==> src/rtl/mem_port_arbiter.sv <==
// rtl/mem_port_arbiter.sv - fetch/data round-robin arbiter onto one fixed-latency memory port
module mem_port_arbiter #(
   parameter int MEM_LAT = 2
) (
   input  logic        CLK,
   input  logic        Reset,
   input  logic        IReq,
   input  logic [31:0] IAddr,
   output logic        IReady,
   output logic [31:0] IRData,
   input  logic        DReq,
   input  logic        DWrite,
   input  logic [31:0] DAddr,
   input  logic [31:0] DWData,
   output logic        DReady,
   output logic [31:0] DRData,
   output logic [31:0] MemAddr,
   output logic [31:0] MemWData,
   output logic        MemWE,
   input  logic [31:0] MemRData,
   output logic        ArbBusy
);
   typedef enum logic [1:0] {IDLE = 2'd0, BUSY = 2'd1, RESP = 2'd2} state_t;

   state_t      r_state;
   state_t      w_state_nxt;
   logic        r_last_d;
   logic        r_grant_d;
   logic        r_write;
   logic [3:0]  r_cnt;
   logic [31:0] r_addr;
   logic [31:0] r_wdata;
   logic [31:0] r_irdata;
   logic [31:0] r_drdata;
   logic        r_iready;
   logic        r_dready;
   logic        r_we;
   logic        w_req_any;
   logic        w_pick_d;
   logic [31:0] w_sel_addr;

   assign w_req_any  = IReq | DReq;
   // Round-robin only decides ties; a lone requester always wins.
   assign w_pick_d   = DReq & (~IReq | ~r_last_d);
   assign w_sel_addr = w_pick_d ? DAddr : IAddr;

   always_ff @(posedge CLK or negedge Reset) begin
      if (!Reset) begin
         r_state <= IDLE;
      end else begin
         r_state <= w_state_nxt;
      end
   end

   always_comb begin
      w_state_nxt = r_state;
      case (r_state)
         IDLE:    if (w_req_any) w_state_nxt = BUSY;
         BUSY:    if (r_cnt == 4'd0) w_state_nxt = RESP;
         RESP:    w_state_nxt = IDLE;
         default: w_state_nxt = IDLE;
      endcase
   end

   always_ff @(posedge CLK or negedge Reset) begin
      if (!Reset) begin
         r_last_d  <= 1'b0;
         r_grant_d <= 1'b0;
         r_write   <= 1'b0;
         r_cnt     <= 4'd0;
         r_addr    <= 32'd0;
         r_wdata   <= 32'd0;
         r_irdata  <= 32'd0;
         r_drdata  <= 32'd0;
         r_iready  <= 1'b0;
         r_dready  <= 1'b0;
         r_we      <= 1'b0;
      end else begin
         r_iready <= 1'b0;
         r_dready <= 1'b0;
         r_we     <= 1'b0;
         case (r_state)
            IDLE: begin
               if (w_req_any) begin
                  r_grant_d <= w_pick_d;
                  r_last_d  <= w_pick_d;
                  r_write   <= w_pick_d & DWrite;
                  r_we      <= w_pick_d & DWrite;
                  r_addr    <= w_sel_addr & 32'hFFFF_FFFC;
                  r_cnt     <= 4'(MEM_LAT - 1);
                  if (w_pick_d) r_wdata <= DWData;
               end
            end
            BUSY: begin
               if (r_cnt == 4'd0) begin
                  // Writes complete with a Ready but leave the read-data registers untouched.
                  if (!r_write) begin
                     if (r_grant_d) r_drdata <= MemRData;
                     else           r_irdata <= MemRData;
                  end
                  r_iready <= ~r_grant_d;
                  r_dready <= r_grant_d;
               end else begin
                  r_cnt <= r_cnt - 4'd1;
               end
            end
            default: ;
         endcase
      end
   end

   assign IReady   = r_iready;
   assign DReady   = r_dready;
   assign IRData   = r_irdata;
   assign DRData   = r_drdata;
   assign MemAddr  = r_addr;
   assign MemWData = r_wdata;
   assign MemWE    = r_we;
   assign ArbBusy  = (r_state != IDLE);
endmodule

==> config.mk <==
export PLATFORM = sky130hd
export DESIGN_NAME = mem_port_arbiter
export DESIGN_NICKNAME = d
export VERILOG_FILES = /design/src/rtl/mem_port_arbiter.sv
export SDC_FILE = /design/constraint.sdc
export NUM_CORES = 1
export LEC_CHECK = 0
export CAP_MARGIN = 20
export CORE_AREA = 8 8 112 114
export DETAILED_ROUTE_END_ITERATION = 6
export DIE_AREA = 0 0 120 122
export DONT_BUFFER_PORTS = 1
export GPL_ROUTABILITY_DRIVEN = 0
export PLACE_DENSITY = 0.73
export SETUP_SLACK_MARGIN = 0.5
export SLEW_MARGIN = 20
export SYNTH_ARGS = -nofsm -noshare
export SYNTH_HDL_FRONTEND = slang
export SYNTH_SLANG_ARGS = --single-unit
export TNS_END_PERCENT = 10
==> constraint.sdc <==
create_clock -name CLK -period 3 [get_ports CLK]
set_input_delay 0.6 -clock CLK [delete_from_list [all_inputs] [get_ports CLK]]
set_output_delay 0.6 -clock CLK [all_outputs]
set_load 0.01 [all_outputs]
* Yosys cells after proc, flatten, opt, wreduce, memory -nomap -nowiden
Cells that the tools add are included.
** Cells by class
- $add $sub $neg :: 1
- Equality and inequality tests :: 4
- Multiplexer cells :: 13
- Bitwise logic cells :: 7
- Reduce and logical (&&, ||, !) cells :: 10
** Operators with widths (count)
- 2-to-1 mux 32 bit :: 1
- 2-to-1 mux 4 bit :: 2
- case mux 4 bit (2 select lines) :: 1
- AND reduction 4 bit :: 2
- 2-to-1 mux 1 bit :: 6
- inequality test 2 bit, second input constant :: 3
- AND reduction 3 bit :: 2
- zero test 4 bit :: 1
- 2-to-1 mux 2 bit :: 2
- case mux 2 bit (2 select lines) :: 1
- AND reduction 2 bit :: 2
- nonzero test 2 bit :: 2
- subtractor 4 x 1 -> 4 bit, second input constant :: 1
- inverter 1 bit :: 3
- bitwise AND 1 bit :: 2
- equality test 2 x 1 -> 1 bit, second input constant :: 1
- zero test 2 bit :: 1
- bitwise OR 1 bit :: 2
** Word-level totals
- Bits in registers :: 137
- Input port bits :: 133
- Output and inout port bits :: 132
- Word-level logic and storage cells :: 46

* Depth between registers and ports, before layout
Gate-level depths: netlist of the first run.
- Depth after elaboration :: 6
- Depth in mapped cells :: 7
- Mapped depth without buffers :: 5

* Worst setup path before layout of the first run
OpenSTA, ideal clock, no wires.
- Path type :: reg-to-reg
- From :: reg r_cnt[0]
- To :: reg r_drdata[10] (netlist: DRData[10])
- Setup time :: 0.125 ns
- Data arrival time :: 2.019 ns
- Slack :: 0.856 ns
- Stages on the path, launching flop included :: 8
- Path buffers :: 2
- Path through :: dfrtp_1 -> inv_1 -> ha_1 -> or3b_4 -> or4_4 -> buf_6 -> buf_12 -> mux2_4
** Between the ends
- Cells in the longest elaborated chain, start to end :: 2
** RTL lines
- start: declaration :: RTL line 30 : logic [3:0] r_cnt;
- start signal: assignment :: RTL line 90 : r_cnt <= 4'(MEM_LAT - 1);
- start signal: assignment :: RTL line 104 : r_cnt <= r_cnt - 4'd1;
- zero test 4 bit :: RTL line 95 : if (r_cnt == 4'd0) begin
- AND reduction 4 bit (no line)
- end signal: assignment :: RTL line 98 : if (r_grant_d) r_drdata <= MemRData;
- end: declaration :: RTL line 34 : logic [31:0] r_drdata;
Every way passes these cells.
A chain may end at the register's enable or synchronous reset.

* Worst setup path in the final report of the first run
- From :: reg r_cnt[0]
- To :: reg r_drdata[30] (netlist: DRData[30])
The elaborated chain is that of the path after synthesis.

==> qor.csv, run 1 <==
stage,metric,value,unit
global_routing,grt_pass1_vias,3608,
floorplanning,die_h,122,µm
timing,finalHoldWorstSlack,-0.216,ns
floorplanning,die_area,0.0146,mm²
routing,first_iter_violations,312,
place,port_buffers,0,
setup_path,cp.required,3.39,ns
setup_path,end_kind,flop,
routing,dr.pass1.iters,6,
logic_synthesis,synth_top_area_share,59.1,%
setup_path,slowest_delay,0.73,ns
timing,period_needed,2.41,ns
cts,cts_made_buffers,17,
setup_path,cp_num_buf_inv,1,
global_routing,antenna_found_initial,0,
cts,cts_buffer_depth,2,
timing,rsz0062_at_grt,no,
cts,cts_setup_buffers,0,
timing,fin_tns_setup,0,ns
timing,hold_viol_final,137,
global_routing,grt_max_degree,138,
power,power_leakage,0.00299,µW
setup_path,critPathTopFamily,simple AND/OR/NAND/NOR gates,
logic_synthesis,synth_seq_cells,137,
routing,routed_wl,13.6,mm
floorplanning,initial_core_util,54.2,%
run,cap_violations,0,
power,peakVddDrop,0.618,mV
cts,insertion_delay,0.51,ns
final_layout,utilization,59.6,%
hold_path,hold_class,in -> async,
routing,wl_per_cell,23.8,µm
global_routing,grt_pass1_wl,20.9,mm
setup_path,rr_startpoint,r_cnt[0],
timing,fin_skew,0.00890,ns
outcome,violations,negative hold slack,
setup_path,worst_setup_path_start_kind,flop,
place,place_hpwl,9.97,mm
timing,slew_headroom,56.7,%
timing,period_share,80.5,%
timing,worst_slew_pin_slew,0.650,ns
routing,drc_errors,0,
routing,routed_via_density,5.73,
logic_synthesis,synth_cells,426,
logic_synthesis,synth_cell_types,36,
final_layout,drive_gt1_share,32.4,%
logic_synthesis,yosysSeqAreaShare,59.1,%
place,dp.cells,541,
setup_path,slowest_stage,or4_4,
setup_path,worstPathCellList,inv_1 -> ha_1 -> or3b_4 -> or4_4 -> mux2_4,
global_routing,track_usage,18.5,%
floorplanning,coreArea,0.0107,mm²
logic_synthesis,ys_warn_count,0,
final_layout,final_nets,555,
final_layout,area_growth,9.92,%
power,power,8070,µW
routing,vias,3280,
cts,clk_pin_slew,0.06,ns
place,place_ws,0.612,ns
final_layout,final-instance-count-excl-fill,572,
global_routing,overflow,0,
setup_path,crit_type,reg -> reg,
logic_synthesis,yosys.area.top_type,dfrtp_1,
floorplanning,die_w,120,µm
cts,htree_levels,4,
logic_synthesis,syn-cell-area,0.00580,mm²
setup_path,arrival,2.80,ns
final_layout,insertedDiodeCount,0,
logic_synthesis,ys_top_cells_by_area,"dfrtp_1 (59%), mux2_4 (16%), mux2_2 (7.0%)",
timing,finalMaxSlewViolations,0,
power,cellPowerDensity,1270,mW/mm²
logic_synthesis,avgSynthCellArea,13.6,µm²
routing,antenna_left,0,
floorplanning,rows,38,
outcome,status,"finished, violations left",
setup_path,cp-startpoint,r_cnt[0],
cts,clock-root-buffer,clkbuf_8,
timing,fmax,414,MHz
timing,setup_viol_count_final,0,
cts,cts-resized-gates,0,
cts,cts.sinks,137,
timing,layout_setup_ws,0.586,ns
cts,cts_tree,done,
floorplanning,ios,265,
setup_path,cp_max_fo,32,
per-stage QoR:
| stage | hold slack, ns | instance area [µm²] |
|---|---|---|
| global placement | 0.308 | 5790 |
| finish | -0.216 | 6380 |
| global route | -0.259 | 6380 |
| detailed placement | 0.308 | 5790 |
| floorplan | 0.304 | 5810 |
| CTS | -0.248 | 6380 |
routing by layer:
layer,vias to the layer above,track usage (%),routed length (µm)
li1,1475,-,-
met1,1603,18.8,4720
met2,182,29.6,6660
met3,20,12.1,2030
met4,0,7.57,216
met5,-,0,0
state kept, by name, summed over array words and instances, names as in the netlist:
register	cells
r_grant_d	1
r_write	1
r_cnt	4
DRData	32
IRData	32
MemAddr	30
DReady	1
MemWE	1
IReady	1
MemWData	32
r_state	2
final cells by class:
type                       count  area (µm²)
multi-input combinational    254        2130
sequential                   137        3430
clock buffer                  19         442
fill                         826        4320
tap                          140         175
timing repair buffer           5        37.5
clock inverter                12         148
inverter                       5        18.8
power breakdown:
part | leakage (µW) | total, µW | switching, µW | internal (µW)
clock network | 0.000290 | 2050 | 749 | 1300
registers | 0.00160 | 3980 | 1190 | 2790
logic | 0.00110 | 2040 | 823 | 1220
total | 0.00299 | 8070 | 2760 | 5310
worst paths after layout:
check	end	slack, ns	depth (start not counted)
min	IRData[23]	-0.22	0
min reg2reg	r_cnt[1]	0.53	1
max reg2reg	DRData[30]	0.59	5
min in group CLK	MemAddr[16]	0.23	2
max	DRData[30]	0.59	5
max in group asynchronous	MemAddr[11]	3.00	0
cells by family after synthesis:
| kind of cell | share of synthesized area [%] |
|---|---|
| AO/OA/AOI/OAI | 7.14 |
| adder cells (fa/ha/maj) | 0.431 |
| buffers and inverters | 4.40 |
| flip-flops | 59.1 |
| multiplexers | 22.5 |
| other | 0.0646 |
| AND/OR/NAND/NOR | 6.38 |
synth_stat cells (all sizes together):
cell and number:
or2b 1, or3 1, a21o 1, a31o 1, nor3b 1, and3 1
a21bo 1, nor3 4, buf 12, nand2 63, a21oi 33, nand2b 1
clkbuf 19, or4 3, or2 1, dfrtp 137, a31oi 30, conb 1
nor2b 1, or3b 1, o21ai 2, o21bai 1, ha 2, and2 2
nor2 2, a21boi 1, a221o 1, inv 5, nor4 1, mux2 96
placed cells by master (no fill, tap or decap), types with 2 or more instances in the layout:
cell type / n
a21oi_1: 33
a31oi_1: 30
buf_4: 5
bufinv_16: 3
clkbuf_16: 16
clkbuf_8: 3
clkinv_2: 5
clkinvlp_4: 2
conb_1: 2
dfrtp_1: 137
ha_1: 2
inv_1: 5
mux2_2: 36
mux2_4: 60
nand2_1: 63
nor3_1: 4
o21ai_0: 2
or4_4: 2
No activity file was read; power rests on OpenSTA's default activity.
==> run 2, diff against run 1 <==
--- a/config.mk
+++ b/config.mk
@@ -11,7 +11,7 @@
 export DIE_AREA = 0 0 120 122
 export DONT_BUFFER_PORTS = 1
 export GPL_ROUTABILITY_DRIVEN = 0
-export PLACE_DENSITY = 0.73
+export PLACE_DENSITY = 0.76
 export SETUP_SLACK_MARGIN = 0.5
 export SLEW_MARGIN = 20
 export SYNTH_ARGS = -nofsm -noshare
==> constraint.sdc (replaced) <==
create_clock -name CLK -period 2.2 [get_ports CLK]
set_input_delay 0.44 -clock CLK [delete_from_list [all_inputs] [get_ports CLK]]
set_output_delay 0.44 -clock CLK [all_outputs]
set_load 0.01 [all_outputs]
==> run 2 against run 1 <==
Effect of this change:
- die area is the same
- global-route usage rose by 0.30 points
- the flow still finishes with violations (negative hold slack)
- flip-flop and latch count is the same
- non-clock buffer count grew 6
- final cell count rose by 1.0%
- worst setup slack got worse by 0.55 ns
- power increased by 38%
- sequential share of layout area is 0.94 points lower
- wire length about the same
- register-to-register slack worse by 0.55 ns
- utilization increased by 1.1 points
- worst hold slack got worse by 0.17 ns
==> qor.csv, run 2 (same netlist as run 1, synthesis figures left out) <==
stage,metric,value,unit,change
final_layout,n_fill_cell,797,,-3.5%
floorplanning,ios,265,,unchanged
global_routing,top_usage_layer,met2,,
setup_path,end_kind,flop,,
cts,cts.sinks,137,,unchanged
global_routing,grt_max_degree,138,,unchanged
cts,insertion_delay,0.51,ns,about the same
timing,finalMaxSlewViolations,0,,unchanged
setup_path,cp.required,2.59,ns,-0.80 ns
run,cap_violations,0,,unchanged
power,peakVddDrop,0.924,mV,+50%
setup_path,arrival,2.55,ns,-0.25 ns
setup_path,r2r_end,DRData[17],,
cts,clk_pin_slew,0.06,ns,about the same
final_layout,final_nets,561,,+1.1%
outcome,status,"finished, violations left",,
timing,fin_skew,0.00417,ns,-0.00473 ns
floorplanning,die_area,0.0146,mm²,unchanged
final_layout,final_design_area_no_fill,0.00649,mm²,+1.8%
place,place_ws,0.0601,ns,-0.552 ns
timing,setup_viol_count_final,0,,unchanged
outcome,violations,negative hold slack,,
global_routing,grt_use_met2,29.1,%,-0.49 points
floorplanning,die_h,122,µm,unchanged
routing,wl_per_cell,23.6,µm,-1.1%
cts,cts_made_buffers,17,,unchanged
timing,fin_tns_setup,0,ns,unchanged
final_layout,insertedDiodeCount,0,,unchanged
timing,layout_setup_ws,0.0405,ns,-0.545 ns
timing,fmax,463,MHz,+12%
routing,drc_errors,0,,unchanged
place,port_buffers,0,,unchanged
cts,htree_levels,4,,unchanged
routing,routed_via_density,5.75,,+0.35%
global_routing,grt_pass1_vias,3761,,+4.2%
routing,first_iter_violations,237,,-24%
global_routing,antenna_found_initial,1,,+1
final_layout,area_growth,11.9,%,
timing,hold_viol_final,137,,unchanged
setup_path,rrSetupSlack,0.04,ns,-0.55 ns
global_routing,overflow,0,,unchanged
timing,slew_headroom,63.4,%,+6.8 points
timing,period_needed,2.16,ns,-0.255 ns
cts,cts_buffer_depth,2,,unchanged
power,cellPowerDensity,1710,mW/mm²,+35%
cts,cts_tree,done,,
floorplanning,coreArea,0.0107,mm²,unchanged
routing,dr.pass1.iters,4,,-2
global_routing,met3_usage,11.7,%,-0.46 points
floorplanning,rows,38,,unchanged
place,dpl_cell_area,0.00588,mm²,+1.6%
cts,cts_setup_buffers,0,,unchanged
floorplanning,die_w,120,µm,unchanged
floorplanning,initial_core_util,54.2,%,unchanged
global_routing,grt_pass1_wl,21.2,mm,+1.4%
final_layout,drive_gt1_share,34.2,%,+1.8 points
place,place_hpwl,10.0,mm,+0.63%
power,power_leakage,0.00303,µW,+1.3%
final_layout,utilization,60.7,%,+1.1 points
setup_path,worst_setup_path_start_kind,flop,,
timing,finalHoldWorstSlack,-0.381,ns,-0.165 ns
setup_path,crit_type,reg -> reg,,
hold_path,hold_class,in -> async,,
final_layout,final_common_cell,dfrtp_1,,
routing,routed_wl,13.6,mm,about the same
routing,antenna_left,0,,unchanged
final_layout,most-common-layout-cells,"dfrtp_1 (137), nand2_1 (63), mux2_4 (60), mux2_2 (36), a21oi_1 (33)",,
routing,vias,3326,,+1.4%
setup_path,rr_startpoint,r_cnt[0],,
setup_path,cp_max_fo,16,,-50%
timing,period_share,98.2,%,+18 points
timing,rsz0062_at_grt,yes,,
timing,worst_slew_pin_slew,0.548,ns,-0.102 ns
setup_path,r2r_cells,6,,+1
global_routing,grt_use_met1,21.1,%,+2.3 points
cts,clock-root-buffer,clkbuf_8,,
global_routing,track_usage,18.8,%,+0.30 points
==> run 2: cell count changes in the layout (fill, tap and decap cells not counted), sizes merged <==
cell      before  now
bufinv         3    2
clkbuf        19   20
clkinvlp       2    4
inv            6    4
buf            5   11
==> run 2: area by class of cell <==
class	instances	area (µm²)	share of cell area (%)
sequential	137	3430	52.8
multi-input combinational	254	2150	33.1
clock buffer	20	455	7.01
tap	140	175	2.70
timing repair buffer	11	133	2.04
clock inverter	11	123	1.89
inverter	5	31.3	0.482
==> run 2: what timing repair did <==
item	4_1_cts	5_1_grt
gates resized for setup	1	7
endpoints found under the setup margin	65	65
hold endpoints to repair	137	137
pin swaps	0	1
==> run 2: layer usage <==
metal | up-vias | share of wire (%)
met1 | 1631 | 37
met2 | 196 | 47
met3 | 13 | 14
met5 | - | 0.059
li1 | 1484 | -
met4 | 2 | 0.99
==> run 2: worst max-delay path, cell delays in order, from the launching register on <==
cell and delay [ns]:
dfrtp_1 0.40, inv_2 0.10, ha_4 0.14, or3b_4 0.41, or4_4 0.49, buf_12 0.20, mux2_4 0.31
==> run 2: per-stage QoR <==
stage,cells,power [µW]
2_1_floorplan,427,7600
3_3_place_gp,547,8210
3_5_place_dp,547,8400
4_1_cts,578,11200
5_1_grt,578,11800
6_report,578,11100
==> run 2: power breakdown <==
| part | switching (µW) | internal, µW | total (µW) |
|---|---|---|---|
| registers | 1650 | 3810 | 5450 |
| clock network | 1030 | 1690 | 2720 |
| logic | 1160 | 1770 | 2930 |
==> run 2: how the worst max path moves through the flow <==
stage          slack, ns  cells past startpoint     start          to
3_3_place_gp        0.09                      6  r_cnt[0]  DRData[23]
2_1_floorplan       0.11                      7  r_cnt[0]  DRData[10]
4_1_cts             0.05                      6  r_cnt[0]  DRData[13]
3_5_place_dp        0.06                      6  r_cnt[0]  DRData[17]
6_report            0.04                      6  r_cnt[0]  DRData[17]
5_1_grt            -0.02                      6  r_cnt[0]  DRData[17]
==> run 3, diff against run 2 <==
--- a/config.mk
+++ b/config.mk
@@ -11,6 +11,7 @@
 export DIE_AREA = 0 0 120 122
 export DONT_BUFFER_PORTS = 1
 export GPL_ROUTABILITY_DRIVEN = 0
+export MAX_ROUTING_LAYER = met4
 export PLACE_DENSITY = 0.76
 export SETUP_SLACK_MARGIN = 0.5
 export SLEW_MARGIN = 20
==> run 3 against run 2 <==
Effect of this change:
- the flow still finishes with violations (negative hold slack)
- power is essentially flat
- die area is the same
- flip-flop and latch count is the same
- first-iteration DRC count shrank 3.0%
- worst hold slack lost 0.00055 ns
- largest cell class unchanged
==> qor.csv, run 3 (same netlist as run 1, synthesis figures left out) <==
stage,metric,value,unit,change
cts,cts.sinks,137,,unchanged
final_layout,final_common_cell,dfrtp_1,,
timing,setup_viol_count_final,0,,unchanged
setup_path,cp-startpoint,r_cnt[0],,
global_routing,overflow,0,,unchanged
routing,routed_via_density,5.77,,+0.31%
timing,period_share,97.9,%,-0.30 points
floorplanning,die_h,122,µm,unchanged
setup_path,end_kind,flop,,
global_routing,grt_max_degree,138,,unchanged
routing,routed_wl,13.7,mm,+0.36%
routing,antenna_left,0,,unchanged
floorplanning,ios,265,,unchanged
final_layout,drive_gt1_share,34.2,%,unchanged
global_routing,grt_pass1_vias,3758,,-0.080%
setup_path,cp.required,2.60,ns,about the same
timing,fin_skew,0.00299,ns,-0.00118 ns
power,cellPowerDensity,1710,mW/mm²,about the same
routing,first_iter_violations,230,,-3.0%
routing,wl_per_cell,23.6,µm,+0.19%
place,place_hpwl,10.0,mm,unchanged
cts,clk_pin_slew,0.06,ns,about the same
floorplanning,die_area,0.0146,mm²,unchanged
timing,hold_viol_final,137,,unchanged
outcome,status,"finished, violations left",,
global_routing,antenna_found_initial,1,,unchanged
setup_path,rrSetupSlack,0.05,ns,about the same
place,dpl_cell_area,0.00588,mm²,unchanged
hold_path,hold_class,in -> async,,
final_layout,final_design_area_no_fill,0.00649,mm²,about the same
routing,dr.pass1.iters,6,,+2
floorplanning,coreArea,0.0107,mm²,unchanged
setup_path,crit_type,reg -> reg,,
cts,cts_buffer_depth,2,,unchanged
outcome,violations,negative hold slack,,
global_routing,track_usage,19.4,%,+0.61 points
setup_path,r2r_cells,6,,unchanged
cts,htree_levels,4,,unchanged
timing,rsz0062_at_grt,yes,,
run,cap_violations,0,,unchanged
floorplanning,initial_core_util,54.2,%,unchanged
cts,insertion_delay,0.51,ns,about the same
setup_path,arrival,2.55,ns,about the same
routing,drc_errors,0,,unchanged
timing,period_needed,2.15,ns,-0.00653 ns
final_layout,final_nets,561,,unchanged
setup_path,cp_max_fo,16,,unchanged
global_routing,grt_pass1_wl,21.2,mm,unchanged
power,peakVddDrop,0.922,mV,-0.26%
timing,fmax,464,MHz,+0.30%
setup_path,r2r_end,DRData[13],,
cts,cts_made_buffers,17,,unchanged
timing,slew_headroom,62.4,%,-1.0 points
final_layout,most-common-layout-cells,"dfrtp_1 (137), nand2_1 (63), mux2_4 (60), mux2_2 (36), a21oi_1 (33)",,
place,port_buffers,0,,unchanged
cts,cts_tree,done,,
timing,worst_slew_pin_slew,0.564,ns,+0.0152 ns
floorplanning,rows,38,,unchanged
floorplanning,die_w,120,µm,unchanged
final_layout,area_growth,11.9,%,about the same
timing,finalMaxSlewViolations,0,,unchanged
setup_path,rr_startpoint,r_cnt[0],,
power,power_leakage,0.00303,µW,about the same
timing,layout_setup_ws,0.0470,ns,+0.00653 ns
place,place_ws,0.0601,ns,unchanged
setup_path,worst_setup_path_start_kind,flop,,
routing,vias,3342,,+0.48%
cts,clock-root-buffer,clkbuf_8,,
timing,finalHoldWorstSlack,-0.382,ns,-0.000546 ns
[run 3: report_power, final]
part / leakage, µW / internal [µW] / total, µW / switching, µW
clock: 0.000275 / 1690 / 2720 / 1030
combinational: 0.00115 / 1770 / 2930 / 1160
sequential: 0.00160 / 3810 / 5450 / 1640
total: 0.00303 / 7270 / 11100 / 3830
[run 3: stage by stage]
step / cells / power (µW) / setup TNS [ns] / hold WS (ns) / util, %
final: 579 / 11100 / 0 / -0.382 / 60.7
after global routing: 579 / 11800 / -0.149 / -0.424 / 60.7
after CTS: 578 / 11200 / 0 / -0.415 / 60.5
after detailed placement: 547 / 8400 / 0 / 0.148 / 55.0
after global placement: 547 / 8210 / 0 / 0.148 / 55.0
after floorplan: 427 / 7600 / 0 / 0.144 / -
[run 3: critical path, cell delays in order, from the launching register on]
cell and delay (ns):
dfrtp_1 0.40, inv_2 0.10, ha_4 0.14, or3b_4 0.41, or4_4 0.49, buf_12 0.19, mux2_4 0.31
[run 3: per-layer routing]
metal	part of all wire [%]	up-vias	track usage, %
li1	-	1488	-
met1	38	1637	22.0
met2	47	208	29.2
met3	14	9	10.4
met4	0.80	0	5.62
met5	0	-	-
[run 3: final cells by class]
type                       instances  area, µm²
fill                             796       4200
inverter                           5       31.3
sequential                       137       3430
antenna                            1       2.50
tap                              140        175
multi-input combinational        254       2150
clock inverter                    11        123
timing repair buffer              11        133
clock buffer                      20        455
[run 3: worst max path at each step]
stage | end | slack [ns]
2_1_floorplan | DRData[10] | 0.11
3_3_place_gp | DRData[23] | 0.09
3_5_place_dp | DRData[17] | 0.06
4_1_cts | DRData[13] | 0.05
5_1_grt | DRData[17] | -0.02
6_report | DRData[13] | 0.05
[run 3: what timing repair did]
action,in CTS,in global routing
setup buffers,0,0
hold endpoints to repair,137,137
resized for setup,1,7
endpoints found under the setup margin,65,65
pin swaps,0,1
